$ cat config.mk
export PLATFORM = sky130hd
export DESIGN_NAME = ifu_fetch
export DESIGN_NICKNAME = d
export VERILOG_FILES = /design/src/rtl/ifu_fetch.sv
export SDC_FILE = /design/constraint.sdc
export NUM_CORES = 1
export LEC_CHECK = 0
export CAP_MARGIN = 25
export CORE_MARGIN = 10
export CORE_UTILIZATION = 40
export DETAILED_ROUTE_END_ITERATION = 16
export GPL_ROUTABILITY_DRIVEN = 0
export PLACE_DENSITY = 0.85
export SLEW_MARGIN = 20
export SYNTH_ARGS = -nofsm -noshare
export SYNTH_HDL_FRONTEND = slang
export SYNTH_SLANG_ARGS = --single-unit
$ cat constraint.sdc
create_clock -name clk -period 2.93 [get_ports clk]
set_input_delay 0.586 -clock clk [delete_from_list [all_inputs] [get_ports clk]]
set_output_delay 0.586 -clock clk [all_outputs]
set_load 0.01 [all_outputs]
$ cat src/rtl/ifu_fetch.sv
`default_nettype none

//============================================================================
// Module      : ifu_fetch
// Description : Instruction fetch unit. Holds the architectural PC, issues
//               one instruction-memory request per fetch over a ready/valid
//               request channel, captures the response word and presents it
//               to decode. It waits in EXEC until execute supplies the next
//               PC, then fetches again.
//
// Ports       : clk            - clock
//               rst            - synchronous active-high reset
//               pc_in          - next PC from execute
//               pc_w_en        - next-PC write strobe (honoured in EXEC only)
//               pc_out         - current architectural PC
//               imem_req_valid - fetch request valid
//               imem_req_ready - memory accepts request
//               imem_req_addr  - fetch address (always the current PC)
//               imem_rsp_valid - memory response valid
//               imem_rsp_ready - fetch unit accepts response (WAIT only)
//               imem_rsp_data  - fetched instruction word
//               inst_valid     - instruction available to decode
//               inst_ready     - decode accepts instruction
//               inst           - buffered instruction
//               misalign       - sticky misaligned-PC flag (optional)
//
// Options     : IFU_MISALIGN_CHECK_EN - when defined, a redirect to a PC
//               with pc_in[1:0] != 0 is refused, misalign is set and the
//               unit halts until reset. Without it, pc_in loads verbatim
//               and the misalign port does not exist.
//
// Revision    : 1.0 - initial release
//============================================================================

`ifndef ISA_WIDTH
`define ISA_WIDTH 32
`endif

module ifu_fetch #(
    parameter int                   ISA_WIDTH = `ISA_WIDTH,
    parameter logic [ISA_WIDTH-1:0] RESET_PC  = 32'h8000_0000
) (
    input  logic                 clk,
    input  logic                 rst,
    input  logic [ISA_WIDTH-1:0] pc_in,
    input  logic                 pc_w_en,
    output logic [ISA_WIDTH-1:0] pc_out,
    output logic                 imem_req_valid,
    input  logic                 imem_req_ready,
    output logic [ISA_WIDTH-1:0] imem_req_addr,
    input  logic                 imem_rsp_valid,
    output logic                 imem_rsp_ready,
    input  logic [31:0]          imem_rsp_data,
    output logic                 inst_valid,
    input  logic                 inst_ready,
    output logic [31:0]          inst
`ifdef IFU_MISALIGN_CHECK_EN
    ,
    output logic                 misalign
`endif
);

    typedef enum logic [2:0] {
        S_IDLE = 3'd0,
        S_REQ  = 3'd1,
        S_WAIT = 3'd2,
        S_HOLD = 3'd3,
        S_EXEC = 3'd4
`ifdef IFU_MISALIGN_CHECK_EN
        ,
        S_HALT = 3'd5
`endif
    } state_t;

    state_t                 r_state;
    logic [ISA_WIDTH-1:0]   r_pc;
    logic [31:0]            r_inst;
    logic                   r_inst_valid;
    logic                   r_req_valid;
    logic                   r_rsp_ready;
`ifdef IFU_MISALIGN_CHECK_EN
    logic                   r_misalign;
`endif

    // The handshake outputs are registered alongside the state: each one is
    // set on the transition into the state that owns it and cleared on the
    // transition out, so they always track r_state exactly.
    always_ff @(posedge clk) begin
        if (rst) begin
            r_state      <= S_IDLE;
            r_pc         <= RESET_PC;
            r_inst       <= 32'd0;
            r_inst_valid <= 1'b0;
            r_req_valid  <= 1'b0;
            r_rsp_ready  <= 1'b0;
`ifdef IFU_MISALIGN_CHECK_EN
            r_misalign   <= 1'b0;
`endif
        end else begin
            case (r_state)
                S_IDLE: begin
                    r_state     <= S_REQ;
                    r_req_valid <= 1'b1;
                end

                // Request stays asserted with a stable address (the PC
                // cannot move outside EXEC) until the memory takes it.
                S_REQ: begin
                    if (imem_req_ready) begin
                        r_state     <= S_WAIT;
                        r_req_valid <= 1'b0;
                        r_rsp_ready <= 1'b1;
                    end
                end

                S_WAIT: begin
                    if (imem_rsp_valid) begin
                        r_state      <= S_HOLD;
                        r_inst       <= imem_rsp_data;
                        r_rsp_ready  <= 1'b0;
                        r_inst_valid <= 1'b1;
                    end
                end

                S_HOLD: begin
                    if (inst_ready) begin
                        r_state      <= S_EXEC;
                        r_inst_valid <= 1'b0;
                    end
                end

                S_EXEC: begin
                    if (pc_w_en) begin
`ifdef IFU_MISALIGN_CHECK_EN
                        if (pc_in[1:0] != 2'b00) begin
                            r_state    <= S_HALT;
                            r_misalign <= 1'b1;
                        end else begin
                            r_state     <= S_REQ;
                            r_pc        <= pc_in;
                            r_req_valid <= 1'b1;
                        end
`else
                        r_state     <= S_REQ;
                        r_pc        <= pc_in;
                        r_req_valid <= 1'b1;
`endif
                    end
                end

`ifdef IFU_MISALIGN_CHECK_EN
                // Terminal until reset; no requests are issued from here.
                S_HALT: begin
                    r_state <= S_HALT;
                end
`endif

                default: begin
                    r_state      <= S_IDLE;
                    r_inst_valid <= 1'b0;
                    r_req_valid  <= 1'b0;
                    r_rsp_ready  <= 1'b0;
                end
            endcase
        end
    end

    assign pc_out         = r_pc;
    assign imem_req_addr  = r_pc;
    assign imem_req_valid = r_req_valid;
    assign imem_rsp_ready = r_rsp_ready;
    assign inst_valid     = r_inst_valid;
    assign inst           = r_inst;
`ifdef IFU_MISALIGN_CHECK_EN
    assign misalign       = r_misalign;
`endif

endmodule

`default_nettype wire
* Word-level counts from Yosys, hierarchy flattened
Index checks and enable logic that the tools add are counted.
Storage, ports and cells: flip-flop bits (word level) 70, input bits 70, output and inout bits 99, logic and storage cells 41
Cells by class: equality and inequality tests 8, multiplexer cells 14, bitwise operators 3, reduce and logical (&&, ||, !) cells 10
Operators with widths (number):
- $pmux 3 s5 | 1
- $mux 3 | 4
- $reduce_and 3->1 | 3
- $ne 2x2->1 const B | 4
- $eq 3x2->1 const B | 2
- $mux 1 | 6
- $pmux 1 s3 | 2
- $reduce_or 3->1 | 2
- $pmux 1 s4 | 1
- $reduce_and 2->1 | 2
- $reduce_and 4->1 | 1
- $eq 3x1->1 const B | 1
- $eq 3x3->1 const B | 1
- $logic_not 3->1 | 1
- $not 1->1 | 3
- $reduce_or 2->1 | 1

* Longest topological paths before layout
word-level depth 4, mapped depth 6, mapped depth without buffers 3

* Worst setup path before layout
OpenSTA, ideal clock, no wires.
path type input port to flip-flop, start input port rst, end register r_state[0], setup time 0.133 ns, data arrival time 1.239 ns, data required time 2.797 ns, path slack 1.558 ns, stages on the path 3, path buffers 2, cells stage by stage clkbuf_1 -> clkbuf_1 -> o31ai_1
RTL lines:
- start: declaration | RTL line 44 | input logic rst,
- end signal: assignment | RTL line 90 | r_state <= S_IDLE;
- end signal: assignment | RTL line 102 | r_state <= S_REQ;
- end signal: assignment | RTL line 110 | r_state <= S_WAIT;
- end: declaration | RTL line 75 | state_t r_state;
No word-level cell between the ends.

* Worst setup path after layout
start input port pc_w_en, end register r_pc[4] (netlist: imem_req_addr[4])
On the way: word-level cells in the longest chain between the ends 1
RTL lines:
- start: declaration | RTL line 46 | input logic pc_w_en,
- $reduce_and 2->1 (no source line)
- end signal: assignment | RTL line 145 | r_pc <= pc_in;
- end: declaration | RTL line 76 | logic [ISA_WIDTH-1:0] r_pc;
Every way passes these cells. A chain may end at the register's enable or synchronous reset.

==> flow_summary.json <==
{
  "finalHoldViolCount": 0,
  "syn_nets": 424,
  "hold_buffers": 0,
  "layout_min_cycle_time_ns": 1.883,
  "maxSlewHeadroom_pct": 51.82,
  "hold_start": "inst[7]",
  "rsz0062_at_grt": "false",
  "fill_cells": 599,
  "switching_power_w": 0.0004512,
  "cts_resized": 0,
  "dieWidth_um": 104.2,
  "swShare_pct": 21.79,
  "path_cells": "clkdlybuf4s50_1, and4bb_2, nand2_1, a21oi_1",
  "antenna_cells": 0,
  "fp.dieArea_mm2": 0.01086,
  "grt_pass1_vias": 2705,
  "synth.avg_cell_area_um2": 8.013,
  "grtUsageTotal_pct": 15.15,
  "slowest_delay_ns": 0.70,
  "drv_cap": 0,
  "worst-path-buf-inv": 1,
  "worstSetupPathType": "primary input to flop",
  "first_pass_iters": 5,
  "syn_inst": 354,
  "reg2reg_slack_ns": 1.28,
  "synth_seq_cells": 70,
  "fin_hold_ws_ns": 0.4535,
  "worstHoldPathCells": 2,
  "cts_root_buf": "clkbuf_8",
  "timing.rr.start": "r_state[1]",
  "hold_path.class": "flop to flop",
  "core_mm2": 0.006832,
  "grt-ovfl-total": 0,
  "critical-path-top-delay-family": "simple AND/OR/NAND/NOR gates",
  "p_per_area_mw_per_mm2": 462.0,
  "ys.warnings.count": 0,
  "setup_viol": 0,
  "seqPwrFrac_pct": 48.2,
  "ff2ff_path_depth": 3,
  "total_power_w": 0.002070,
  "multiInputGateArea_mm2": 0.001018,
  "area_growth_pct": 57.96,
  "syn_area_mm2": 0.002836,
  "yosysUniqueCellTypes": 23,
  "drc": 0,
  "htreeDepth": 3,
  "required_ns": 3.17,
  "fin_nets": 549,
  "initial_core_util_pct": 41.52,
  "ant_nets": 0,
  "die_h_um": 104.2,
  "worst_pin_slew_ns": 0.7226,
  "wire_per_inst_um": 15.04,
  "io_buffers": 168,
  "worstSkewPairLatency_ns": 0.33,
  "cts_tree": "yes",
  "finalCritPeriodShare_pct": 64.26,
  "std_cell_rows": 30,
  "run_status": "completed",
  "grt_max_degree": 41,
  "ios": 169,
  "post-place-ws_ns": 0.7191,
  "drive_gt1_share_pct": 5.579,
  "r2r_end": "inst[2]",
  "dp_hpwl_um": 6751,
  "clock_power_share_pct": 40.8,
  "fin_setup_tns_ns": 0,
  "report.final.slew_viol_count": 0,
  "power.internal_w": 0.001619,
  "cts_buffers": 9,
  "register_area_mm2": 0.001401,
  "leakagePower_nw": 1.512,
  "antenna_found_initial": 0,
  "num_vias": 2708,
  "routed_wl_um": 8725,
  "min_to": "inst[7]",
  "clock-sinks": 70,
  "startpoint_type": "primary input",
  "ir_worst_vdd_uv": 325.6,
  "skew_ns": 0.009628,
  "fmax_mhz": 531.1,
  "clockBufferDepth": 2,
  "grt_pass1_wl_um": 13680,
  "final_util_pct": 65.59,
  "cp_max_fo": 32,
  "layout_setup_ws_ns": 1.047,
  "cp.arrival_ns": 2.13,
  "cts_setup_buffers": 0,
  "endpoint_kind": "flop",
  "viasPerCell": 4.669,
  "p_comb_share_pct": 11.1,
  "critPathSlowestCell": "and4bb_2",
  "synth_seq_area_share_pct": 49.40,
  "drt_first_iter_violations": 96,
  "cts.clk_slew.worst_paths_ns": 0.07
}
-- stage by stage --
stage	area [um^2]	std cells
CTS	4481	580
global placement	4265	564
floorplan	2836	354
finish	4481	580
detailed placement	4265	564
global route	4481	580
-- cells in the mapped netlist (all sizes together) --
library cell	count	area share, %
a21oi	70	13
a31oi	2	0.44
and2b	2	0.53
and3b	1	0.31
and4bb	2	0.88
buf	43	11
clkbuf	16	3.3
dfxtp	70	49
inv	3	0.40
nand2	131	17
nand3b	3	0.79
nand4	1	0.22
nand4bb	2	0.79
nor2	2	0.26
nor3	1	0.18
o211ai	1	0.26
o21ai	2	0.35
o31ai	2	0.53
-- layer usage --
layer	global-route usage [%]	up-vias	wire (um)
li1	-	1354	-
met1	15.36	1239	3418
met2	27.25	109	4462
met3	6.506	6	762
met4	4.871	0	82
met5	0	-	0
-- flip-flops by register name, indices dropped and copies added, names as in the netlist --
signal / flops
imem_rsp_ready: 1
r_state: 3
imem_req_valid: 1
inst: 32
imem_req_addr: 32
inst_valid: 1
-- tightest hold or removal path, stage by stage (launching register included) --
cell and delay [ns]:
dfxtp_1 0.31, nand2_1 0.05, a21oi_1 0.05
-- layout make-up --
| cell class | count | share of cell area [%] |
|---|---|---|
| repair buffers | 173 | 38.26 |
| multi-input cells | 222 | 22.73 |
| clock inverters | 4 | 1.564 |
| inverters | 3 | 0.2513 |
| clock buffers | 12 | 3.239 |
| flip-flops and latches | 70 | 31.28 |
| well taps | 96 | 2.681 |
-- power groups by stage --
stage / registers [W] / logic [W] / clock network [W]
floorplan: 0.00102 / 0.0000891 / 0
global placement: 0.00102 / 0.000227 / 0
detailed placement: 0.00102 / 0.000230 / 0
CTS: 0.000996 / 0.000232 / 0.000866
global route: 0.00100 / 0.000249 / 0.000901
finish: 0.000997 / 0.000229 / 0.000844
-- worst max-delay path by stage --
stage,end,slack [ns],cells after the start,from
final,imem_req_addr[4],1.05,4,pc_w_en
after global routing,imem_req_addr[23],0.92,4,pc_w_en
after CTS,imem_req_addr[4],1.04,4,pc_w_en
after detailed placement,imem_req_addr[4],0.72,4,pc_w_en
after global placement,imem_req_addr[3],0.78,4,pc_w_en
after floorplan,r_state[0],1.56,3,rst
-- placed cells by master (no fill, tap or decap) --
| cell | instances |
|---|---|
| nor2_1 | 2 |
| dfxtp_1 | 70 |
| a31oi_1 | 2 |
| o211ai_1 | 1 |
| nand2_1 | 131 |
| buf_4 | 5 |
| a21oi_2 | 5 |
| and3b_1 | 1 |
| clkbuf_8 | 10 |
| clkinv_2 | 2 |
| o21ai_0 | 2 |
| nor3_1 | 1 |
| o31ai_1 | 2 |
| buf_2 | 1 |
| clkbuf_1 | 2 |
| a21oi_1 | 65 |
| nand3b_1 | 3 |
| and2b_1 | 2 |
| nand4_1 | 1 |
| and4bb_2 | 2 |
| nand4bb_1 | 2 |
| clkdlybuf4s50_1 | 167 |
| bufinv_16 | 2 |
| inv_1 | 3 |
-- kinds of logic (layout without fill, tap and decap cells) --
| kind of cell | Yosys count | in the layout | synth area share, % |
|---|---|---|---|
| AND/OR/NAND/NOR | 145 | 145 | 21.31 |
| flip-flops | 70 | 70 | 49.40 |
| buffers and inverters | 62 | 192 | 14.69 |
| AO/OA/AOI/OAI | 77 | 77 | 14.60 |
(Power assumes the default switching activity.)
